### src/rtl/sell_ctrl.sv
// sell_ctrl: customer-side vending transaction controller.
// Sequences aisle select, quantity entry and payment, and keeps the stock and sales counters.
module sell_ctrl #(
    parameter logic [4:0]  PRICE1      = 5'd4,
    parameter logic [4:0]  PRICE2      = 5'd9,
    parameter logic [4:0]  PRICE3      = 5'd13,
    parameter logic [4:0]  PRICE4      = 5'd17,
    parameter logic [7:0]  MAX_STOCK   = 8'd99,
    parameter int unsigned TIMEOUT_CYC = 1000
) (
    input  logic       clk,
    input  logic       rst,
    input  logic [3:0] sel,
    input  logic       key_vld,
    input  logic [3:0] key_value,
    input  logic       coin_vld,
    input  logic [4:0] coin_val,
    input  logic       confirm,
    input  logic       cancel,
    input  logic       stk_load,
    input  logic [7:0] in_S1_num,
    input  logic [7:0] in_S2_num,
    input  logic [7:0] in_S3_num,
    input  logic [7:0] in_S4_num,
    output logic [7:0] S1_num,
    output logic [7:0] S2_num,
    output logic [7:0] S3_num,
    output logic [7:0] S4_num,
    output logic [7:0] S1_sell,
    output logic [7:0] S2_sell,
    output logic [7:0] S3_sell,
    output logic [7:0] S4_sell,
    output logic [7:0] price_sum,
    output logic [7:0] change,
    output logic       dispense,
    output logic       err,
    output logic [2:0] state
);
    localparam int TW = $clog2(TIMEOUT_CYC + 1);
    localparam logic [TW-1:0] TMO_LAST = TW'(TIMEOUT_CYC - 1);
    localparam logic [TW-1:0] TMO_ONE  = TW'(1);

    typedef enum logic [2:0] {
        ST_IDLE   = 3'd0,
        ST_SELECT = 3'd1,
        ST_PAY    = 3'd2,
        ST_DONE   = 3'd3,
        ST_REFUND = 3'd4,
        ST_ERR    = 3'd5
    } state_t;

    function automatic logic [7:0] sat_add8(input logic [7:0] a, input logic [7:0] b);
        logic [8:0] s;
        s = {1'b0, a} + {1'b0, b};
        return s[8] ? 8'd255 : s[7:0];
    endfunction

    function automatic logic [4:0] price_of(input logic [1:0] idx);
        case (idx)
            2'd0:    return PRICE1;
            2'd1:    return PRICE2;
            2'd2:    return PRICE3;
            2'd3:    return PRICE4;
            default: return PRICE1;
        endcase
    endfunction

    state_t      state_r, state_nxt_s;
    logic [1:0]  aisle_r;
    logic [3:0]  qty_r;
    logic [7:0]  due_r, paid_r, change_r, price_sum_r;
    logic [7:0]  num_r [4];
    logic [7:0]  sell_r [4];
    logic [7:0]  in_num_s [4];
    logic [TW-1:0] tmo_r;
    logic        dispense_r, err_r;

    logic [1:0]  sel_idx_s;
    logic        sel_vld_s, key_ok_s, act_s, tmo_hit_s;
    logic        sel_take_s, qty_take_s, sale_take_s, refund_take_s, timing_s;
    logic [7:0]  paid_nxt_s, stock_sel_s, due_calc_s;

    assign in_num_s[0] = in_S1_num;
    assign in_num_s[1] = in_S2_num;
    assign in_num_s[2] = in_S3_num;
    assign in_num_s[3] = in_S4_num;

    assign key_ok_s    = key_vld && (key_value != 4'd0) && (key_value <= 4'd9);
    assign act_s       = key_vld || coin_vld || confirm;
    assign timing_s    = (state_r == ST_SELECT) || (state_r == ST_PAY);
    assign tmo_hit_s   = timing_s && !act_s && (tmo_r == TMO_LAST);
    assign stock_sel_s = num_r[aisle_r];
    assign due_calc_s  = {3'd0, price_of(aisle_r)} * {4'd0, key_value};
    assign paid_nxt_s  = coin_vld ? sat_add8(paid_r, {3'd0, coin_val}) : paid_r;

    assign sel_take_s    = (state_r == ST_IDLE) && sel_vld_s;
    assign qty_take_s    = (state_r == ST_SELECT) && (state_nxt_s == ST_PAY);
    assign sale_take_s   = (state_nxt_s == ST_DONE);
    assign refund_take_s = (state_nxt_s == ST_REFUND);

    // One-hot aisle decode; anything else is not a valid selection
    always_comb begin
        sel_idx_s = 2'd0;
        sel_vld_s = 1'b0;
        case (sel)
            4'b0001: begin sel_idx_s = 2'd0; sel_vld_s = 1'b1; end
            4'b0010: begin sel_idx_s = 2'd1; sel_vld_s = 1'b1; end
            4'b0100: begin sel_idx_s = 2'd2; sel_vld_s = 1'b1; end
            4'b1000: begin sel_idx_s = 2'd3; sel_vld_s = 1'b1; end
            default: begin sel_idx_s = 2'd0; sel_vld_s = 1'b0; end
        endcase
    end

    // Next-state logic; cancel outranks every other input
    always_comb begin
        state_nxt_s = state_r;
        case (state_r)
            ST_IDLE: begin
                if (sel_vld_s) state_nxt_s = ST_SELECT;
                else           state_nxt_s = ST_IDLE;
            end
            ST_SELECT: begin
                if (cancel)                                 state_nxt_s = ST_REFUND;
                else if (key_ok_s && ({4'd0, key_value} > stock_sel_s)) state_nxt_s = ST_ERR;
                else if (key_ok_s)                          state_nxt_s = ST_PAY;
                else if (tmo_hit_s)                         state_nxt_s = ST_REFUND;
                else                                        state_nxt_s = ST_SELECT;
            end
            ST_PAY: begin
                if (cancel)                                 state_nxt_s = ST_REFUND;
                else if (confirm && (paid_nxt_s >= due_r))  state_nxt_s = ST_DONE;
                else if (tmo_hit_s)                         state_nxt_s = ST_REFUND;
                else                                        state_nxt_s = ST_PAY;
            end
            ST_DONE:   state_nxt_s = ST_IDLE;
            ST_REFUND: state_nxt_s = ST_IDLE;
            ST_ERR: begin
                if (cancel) state_nxt_s = ST_REFUND;
                else        state_nxt_s = ST_ERR;
            end
            default:   state_nxt_s = ST_IDLE;
        endcase
    end

    // State register
    always_ff @(posedge clk or negedge rst) begin
        if (!rst) state_r <= ST_IDLE;
        else      state_r <= state_nxt_s;
    end

    // Transaction datapath and counters; DONE/REFUND effects land on entry so they show during that state
    always_ff @(posedge clk or negedge rst) begin
        if (!rst) begin
            aisle_r     <= 2'd0;
            qty_r       <= 4'd0;
            due_r       <= 8'd0;
            paid_r      <= 8'd0;
            change_r    <= 8'd0;
            price_sum_r <= 8'd0;
            tmo_r       <= '0;
            dispense_r  <= 1'b0;
            err_r       <= 1'b0;
            for (int i = 0; i < 4; i++) begin
                num_r[i]  <= 8'd0;
                sell_r[i] <= 8'd0;
            end
        end else begin
            dispense_r <= sale_take_s;
            err_r      <= (state_nxt_s == ST_ERR);
            if ((state_r == ST_IDLE) && stk_load) begin
                for (int i = 0; i < 4; i++) begin
                    num_r[i] <= (in_num_s[i] > MAX_STOCK) ? MAX_STOCK : in_num_s[i];
                end
            end
            if (sel_take_s) begin
                aisle_r  <= sel_idx_s;
                paid_r   <= 8'd0;
                change_r <= 8'd0;
            end
            if (qty_take_s) begin
                qty_r <= key_value;
                due_r <= due_calc_s;
            end
            if ((state_r == ST_PAY) && !refund_take_s) begin
                paid_r <= paid_nxt_s;
            end
            if (refund_take_s) begin
                change_r <= paid_r;
                paid_r   <= 8'd0;
            end
            if (sale_take_s) begin
                change_r        <= paid_nxt_s - due_r;
                num_r[aisle_r]  <= num_r[aisle_r] - {4'd0, qty_r};
                sell_r[aisle_r] <= sat_add8(sell_r[aisle_r], {4'd0, qty_r});
                price_sum_r     <= sat_add8(price_sum_r, due_r);
            end
            if (timing_s && !act_s && !tmo_hit_s) tmo_r <= tmo_r + TMO_ONE;
            else                                  tmo_r <= '0;
        end
    end

    assign S1_num    = num_r[0];
    assign S2_num    = num_r[1];
    assign S3_num    = num_r[2];
    assign S4_num    = num_r[3];
    assign S1_sell   = sell_r[0];
    assign S2_sell   = sell_r[1];
    assign S3_sell   = sell_r[2];
    assign S4_sell   = sell_r[3];
    assign price_sum = price_sum_r;
    assign change    = change_r;
    assign dispense  = dispense_r;
    assign err       = err_r;
    assign state     = state_r;
endmodule
### config.mk
export PLATFORM = sky130hd
export DESIGN_NAME = sell_ctrl
export DESIGN_NICKNAME = d
export VERILOG_FILES = /design/src/rtl/sell_ctrl.sv
export SDC_FILE = /design/constraint.sdc
export NUM_CORES = 1
export LEC_CHECK = 0
export CELL_PAD_IN_SITES_DETAIL_PLACEMENT = 0
export CELL_PAD_IN_SITES_GLOBAL_PLACEMENT = 1
export CORE_ASPECT_RATIO = 1.75
export CORE_MARGIN = 10
export CORE_UTILIZATION = 41
export CTS_CLUSTER_DIAMETER = 50
export DETAILED_ROUTE_END_ITERATION = 7
export HOLD_SLACK_MARGIN = 0.05
export PLACE_DENSITY_LB_ADDON = 0.1
export SLEW_MARGIN = 20
export SYNTH_ARGS = -nofsm -noshare
export SYNTH_HDL_FRONTEND = slang
export SYNTH_SLANG_ARGS = --single-unit
### constraint.sdc
create_clock -name clk -period 3.95 [get_ports clk]
set_clock_uncertainty 0.05 [all_clocks]
set_input_delay 0.79 -clock clk [delete_from_list [all_inputs] [get_ports clk]]
set_output_delay 0.79 -clock clk [all_outputs]
set_load 0.01 [all_outputs]
# Yosys cells after proc, flatten, opt, wreduce, memory -nomap -nowiden
# Cells that the tools add are included.
[op_classes] bitwise=1 multipliers=1 n_mux=39 reduce_logical=24 div_mod_pow=0 n_lt_le_gt_ge=9 n_eq_ne=15 addsub=6 shift=0
[ops] op="two-way mux 8 bit" n=18
[ops] op="bitwise mux 32 bit" n=2
[ops] op="two-way mux 32 bit" n=2
[ops] op="binary-select mux 8 bit (select 2 bit)" n=2
[ops] op="> comparator 8 x 7 -> 1 bit, second input constant" n=4
[ops] op="two-way mux 3 bit" n=7
[ops] op="case mux 5 bit (4 select lines)" n=1
[ops] op="demux 8 bit (select 2 bit)" n=1
[ops] op="logical AND 1 bit" n=12
[ops] op="case mux 3 bit (4 select lines)" n=1
[ops] op="adder 10 x 1 -> 10 bit, second input constant" n=1
[ops] op="== test 10 bit, second input constant" n=1
[ops] op="two-way mux 10 bit" n=1
[ops] op="adder 8 x 4 -> 9 bit" n=1
[ops] op="adder 8 x 5 -> 9 bit" n=1
[ops] op="adder 8 x 8 -> 9 bit" n=1
[ops] op="== test 3 x 2 -> 1 bit, second input constant" n=3
[ops] op="== test 3 bit, second input constant" n=3
[ops] op="greater-or-equal comparator 8 bit" n=1
[ops] op="> comparator 4 x 8 -> 1 bit" n=1
[ops] op="multiplier 5 x 4 -> 8 bit" n=1
[ops] op="subtractor 8 x 4 -> 8 bit" n=1
[ops] op="subtractor 8 bit" n=1
[ops] op="case mux 2 bit (3 select lines)" n=1
[ops] op="other kinds (19)" n=27
[totals] romBits=0 input_bits=52 latch_bits=0 memories=0 mem_bits_rw=0 regBits=117

# Depth between registers and ports, before layout
[depth] depth_word=15 mapped_depth=17

# Worst setup path before layout
# OpenSTA, ideal clock, no wires.
[synth_path] path_type="input-to-reg" from="in coin_val[0]" to="reg err_r (netlist: err)" setup_ns=0.132 t_arrival_ns=3.646 stages=16 setup_slack_ns=0.122 cell_sequence="ha_1 fa_1 a211oi_1 o21bai_1 nand2b_1 nand2_1 o22ai_1 ha_1 inv_1 fa_1 nand3_1 a311oi_1 o21a_2 buf_4 a311oi_1 a21boi_1"
[synth_via] elab_chain_len=9
[synth_lines] element="start: declaration" line="17" text="input logic [4:0] coin_val,"
[synth_lines] element="adder 8 x 5 -> 9 bit" line="54" text="s = {1'b0, a} + {1'b0, b};"
[synth_lines] element="two-way mux 8 bit" line="55" text="return s[8] ? 8'd255 : s[7:0];"
[synth_lines] element="two-way mux 8 bit" line="94" text="assign paid_nxt_s = coin_vld ? sat_add8(paid_r, {3'd0, coin_val}) : paid_r;"
[synth_lines] element="greater-or-equal comparator 8 bit" line="131" text="else if (confirm && (paid_nxt_s >= due_r)) state_nxt_s = ST_DONE;"
[synth_lines] element="logical AND 1 bit" line="131"
[synth_lines] element="two-way mux 3 bit" line="131"
[synth_lines] element="two-way mux 3 bit" line="130" text="if (cancel) state_nxt_s = ST_REFUND;"
[synth_lines] element="case mux 3 bit (4 select lines)" line="117" text="case (state_r)"
[synth_lines] element="== test 3 bit" line="169" text="err_r <= (state_nxt_s == ST_ERR);"
[synth_lines] element="end signal: assignment" line="169"
[synth_lines] element="end: declaration" line="76" text="logic dispense_r, err_r;"
# No other way between the ends.
# A chain may end at the register's enable or synchronous reset.

# Worst setup path after layout
[layout_path] from="in coin_val[3]" to="reg change_r[2] (netlist: change[2])"
[layout_via] elab_chain_len=11 word_cells_on_any_way=14 cone_classes="add/sub: 2; order compare: 1; eq/ne: 2; mux: 7; reduce/logical: 2"
[layout_lines] element="adder 8 x 5 -> 9 bit *" line="54"
[layout_lines] element="two-way mux 8 bit *" line="55"
[layout_lines] element="two-way mux 8 bit *" line="94"
[layout_lines] element="greater-or-equal comparator 8 bit" line="131"
[layout_lines] element="logical AND 1 bit" line="131"
[layout_lines] element="two-way mux 3 bit" line="131"
[layout_lines] element="two-way mux 3 bit" line="130"
[layout_lines] element="case mux 3 bit (4 select lines)" line="117"
[layout_lines] element="== test 3 bit" line="99" text="assign refund_take_s = (state_nxt_s == ST_REFUND);"
[layout_lines] element="two-way mux 8 bit" line="187" text="if (refund_take_s) begin"
[layout_lines] element="two-way mux 8 bit" line="191" text="if (sale_take_s) begin"
[layout_lines] element="end signal: assignment" line="188" text="change_r <= paid_r;"
[layout_lines] element="end signal: assignment" line="192" text="change_r <= paid_nxt_s - due_r;"
[layout_lines] element="end: declaration" line="71" text="logic [7:0] due_r, paid_r, change_r, price_sum_r;"
# Every way passes the cells marked *; elsewhere a longest branch is shown, timed or not.

==> results <==
[metrics by stage]
step	worst slack (ps)	std cells	utilization	instance area (sq um)	setup TNS, ps
detailed placement	-623	1163	0.522	9340	-42930
floorplan	122	776	-	7430	0
global route	-10.0	1205	0.573	10200	-10.0
CTS	0.178	1197	0.561	10000	0
global placement	-484	1163	0.522	9340	-32920
finish	207	1205	0.573	10200	0
[per-layer routing]
| metal | track usage | vias to the layer above | wire length [microns] |
|---|---|---|---|
| li1 | - | 3175 | - |
| met1 | 0.203 | 3321 | 8800 |
| met2 | 0.384 | 172 | 14200 |
| met3 | 0.0408 | 34 | 1030 |
| met4 | 0.0665 | 0 | 506 |
| met5 | 0 | - | 0 |
[logic make-up (layout without fill, tap and decap cells)]
family	count (synthesis)	count (layout)
AND/OR/NAND/NOR	263	263
XOR/XNOR	33	33
buffers and inverters	77	271
AO/OA/AOI/OAI	191	192
flip-flops	117	117
adder cells (fa/ha/maj)	58	58
multiplexers	37	37
[worst register-to-register path, cell delays in order, from the launching register on]
cell      delay, ps
dfrtp_1         480
ha_2            250
fa_2            420
a211oi_2        230
o21bai_1         90
nand2b_1        130
nand2_2          80
o22ai_2         160
ha_2            210
inv_1            50
fa_2            350
nand3_2          90
a311oi_2        100
o21a_2          270
buf_6           130
nor3_4          330
a222oi_1        160
inv_1            70
[sequential cells by signal (all words and copies together), names as in the netlist]
register	flops
S1_sell	8
S1_num	8
err	1
due_r	8
tmo_r	10
dispense	1
change	8
S3_sell	8
S2_sell	8
state	3
S3_num	8
qty_r	4
paid_r	8
S4_num	8
aisle_r	2
price_sum	8
S4_sell	8
S2_num	8
[cell type report]
class	instances	area, sq um
Inverter	42	163
Clock inverter	13	151
Tap cell	234	293
Clock buffer	19	443
Sequential cell	117	2930
Timing Repair Buffer	197	1940
Fill cell	1567	7640
Multi-Input combinational cell	583	4330
[where the power goes]
part | internal [mW] | switching (mW) | total, mW
clock network | 0.954 | 0.601 | 1.56
registers | 1.36 | 0.200 | 1.56
logic | 1.01 | 1.15 | 2.16
total | 3.32 | 1.95 | 5.27
[cell usage in the layout (no fill, tap or decap), types with 18 or more instances in the layout]
cell | netlist | routed
nand3_1 | 29 | 28
buf_4 | 2 | 53
inv_1 | 40 | 40
ha_1 | 50 | 43
dfrtp_1 | 117 | 117
nor2_1 | 61 | 60
nand2_1 | 89 | 86
o21ai_1 | 61 | 62
xnor2_1 | 18 | 18
clkdlybuf4s50_1 | 0 | 132
a21oi_1 | 28 | 27
clkbuf_16 | 0 | 20
[what timing repair did]
| action | in CTS | in global routing |
|---|---|---|
| gates resized for setup | 14 | 25 |
| pin swaps | 4 | 17 |
| gates cloned | 1 | 3 |
| buffers inserted | 1 | 7 |
| endpoints found under the setup margin | 82 | 82 |
[final timing paths]
kind                        startpoint            to  slack [ps]
setup / recovery           coin_val[3]     change[2]         210
setup reg to reg             paid_r[0]     change[2]         230
hold reg to reg               tmo_r[0]      tmo_r[0]         450
max in group asynchronous          rst    S2_sell[3]        2570
min in group clk              tmo_r[0]      tmo_r[0]         450
hold / removal                     rst  price_sum[5]         350
==> impl_metrics.py <==
metrics = {
    "outcome": {
        "status": "complete, no violations",
    },
    "cts": {
        "cts_hold_buffers": 0,
        "cts_num_sinks": 117,
        "cts_tree": "built",
        "clkTransAtPathRegs_ps": 60,
        "cts_buffers": 17,
        "clockBufferDepth": 2,
        "cts_max_level": 4,
        "insertion_delay_ps": 420,
        "cts_root_buf": "clkbuf_16",
    },
    "floorplan": {
        "die_x_microns": 122,
        "rows": 65,
        "ios": 137,
        "fp.coreArea_sq_um": 17900,
        "start_util": 0.415,
        "dieArea_sq_um": 24100,
        "die_h_microns": 198,
    },
    "global_routing": {
        "grt_pass1_vias": 7083,
        "grt_pass1_wl_mm": 37.9,
        "grt_start_max_net_pins": 52,
        "grt-ovfl-total": 0,
        "grt_use_total": 0.199,
        "grt_antenna_before_repair": 0,
    },
    "power_and_ir_drop": {
        "power_density_nw_per_um2": 515,
        "ir_drop_uv": 312,
        "power.leakage_nw": 4.55,
        "total_power_mw": 5.27,
    },
    "drt": {
        "drcViolationCount": 0,
        "viasPerCell": 5.56,
        "drtIter0Drc": 326,
        "vias": 6702,
        "final_antenna_net_count": 0,
        "routedWlPerCell_microns": 20.3,
        "routed_wl_mm": 24.5,
        "dr.pass1.iters": 5,
    },
    "synth": {
        "yosys.cell_count.top_type": "dfrtp_1",
        "synth_flop_cell": "dfrtp_1",
        "ys_top_cells_by_area": "dfrtp_1 (39%), ha_1 (8.4%), mux4_2 (4.5%), nand2_1 (4.5%), o21ai_1 (4.1%)",
        "synth-seq-cells": 117,
        "synth_top_area_frac": 0.394,
        "syn_avg_cell_area_sq_um": 9.57,
        "synthAdderAreaFrac": 0.106,
        "synth.cells.most_frequent": "dfrtp_1 (117), nand2_1 (89), nor2_1 (61), o21ai_1 (61), ha_1 (50)",
        "synth_area_sq_um": 7430,
        "ys_async_sr_fraction": 1.00,
        "ys_warn_count": 0,
        "synthMuxAreaShare": 0.0822,
        "synth_area_leader_cell": "dfrtp_1",
        "yosys.area_share.simple": 0.168,
        "synth-seq-area-share": 0.394,
        "synth_cell_types": 71,
        "synth_compound_area_frac": 0.166,
        "synth_top_family_by_area": "simple AND/OR/NAND/NOR gates",
        "synth_xor_area_frac": 0.0389,
        "synth_edf_count": 0,
        "syn_nets": 886,
        "synth_cells": 776,
    },
    "finish": {
        "layout-drive-gt1-share": 0.157,
        "antenna-diode-count": 0,
        "layout.nets": 1068,
        "area_delta_synth_final_pct": 37.9,
    },
    "critical_path": {
        "worst-endpoint-required_ps": 4200,
        "critPathKind": "primary input to register",
        "arrival_ps": 3990,
        "worstPathMaxFanout": 8,
        "path_delay_family": "compound AO/OA/AOI/OAI gates",
        "path_depth": 15,
        "crit_chain": "clkdlybuf4s50_1, ha_4, o21ai_0, nor2_1, o21a_1, o2111ai_2, mux2i_2, ha_1, nand2_1, a311oi_2, o21a_2, buf_6, nor3_4, a222oi_1, inv_1",
        "crit_path_top_delay_cell": "clkdlybuf4s50_1",
        "r2r_cells": 17,
        "startpoint_type": "primary input",
        "end_kind": "register",
        "critPathBufInv": 3,
        "slowest_delay_ps": 450,
    },
    "timing": {
        "hold_viol_final": 0,
        "hold_slack_ps": 352,
        "worst_pin_slew_ps": 782,
        "final-max-slew-violation-count": 0,
        "fin_crit_sh": 0.948,
        "setup_violations": 0,
        "max_freq_mhz": 267,
        "slew_headroom": 0.477,
        "finalCriticalPeriod_ps": 3740,
    },
    "place": {
        "gp_congestion": 0.890,
        "port_buffers": 136,
        "detailed_place_hpwl_mm": 18.7,
    },
    "hold_path": {
        "hold_class": "primary input to asynchronous set/reset pin",
    },
    "job": {
        "cap_violations": 0,
    },
}
Note: power is estimated with default switching activity, not from simulation.
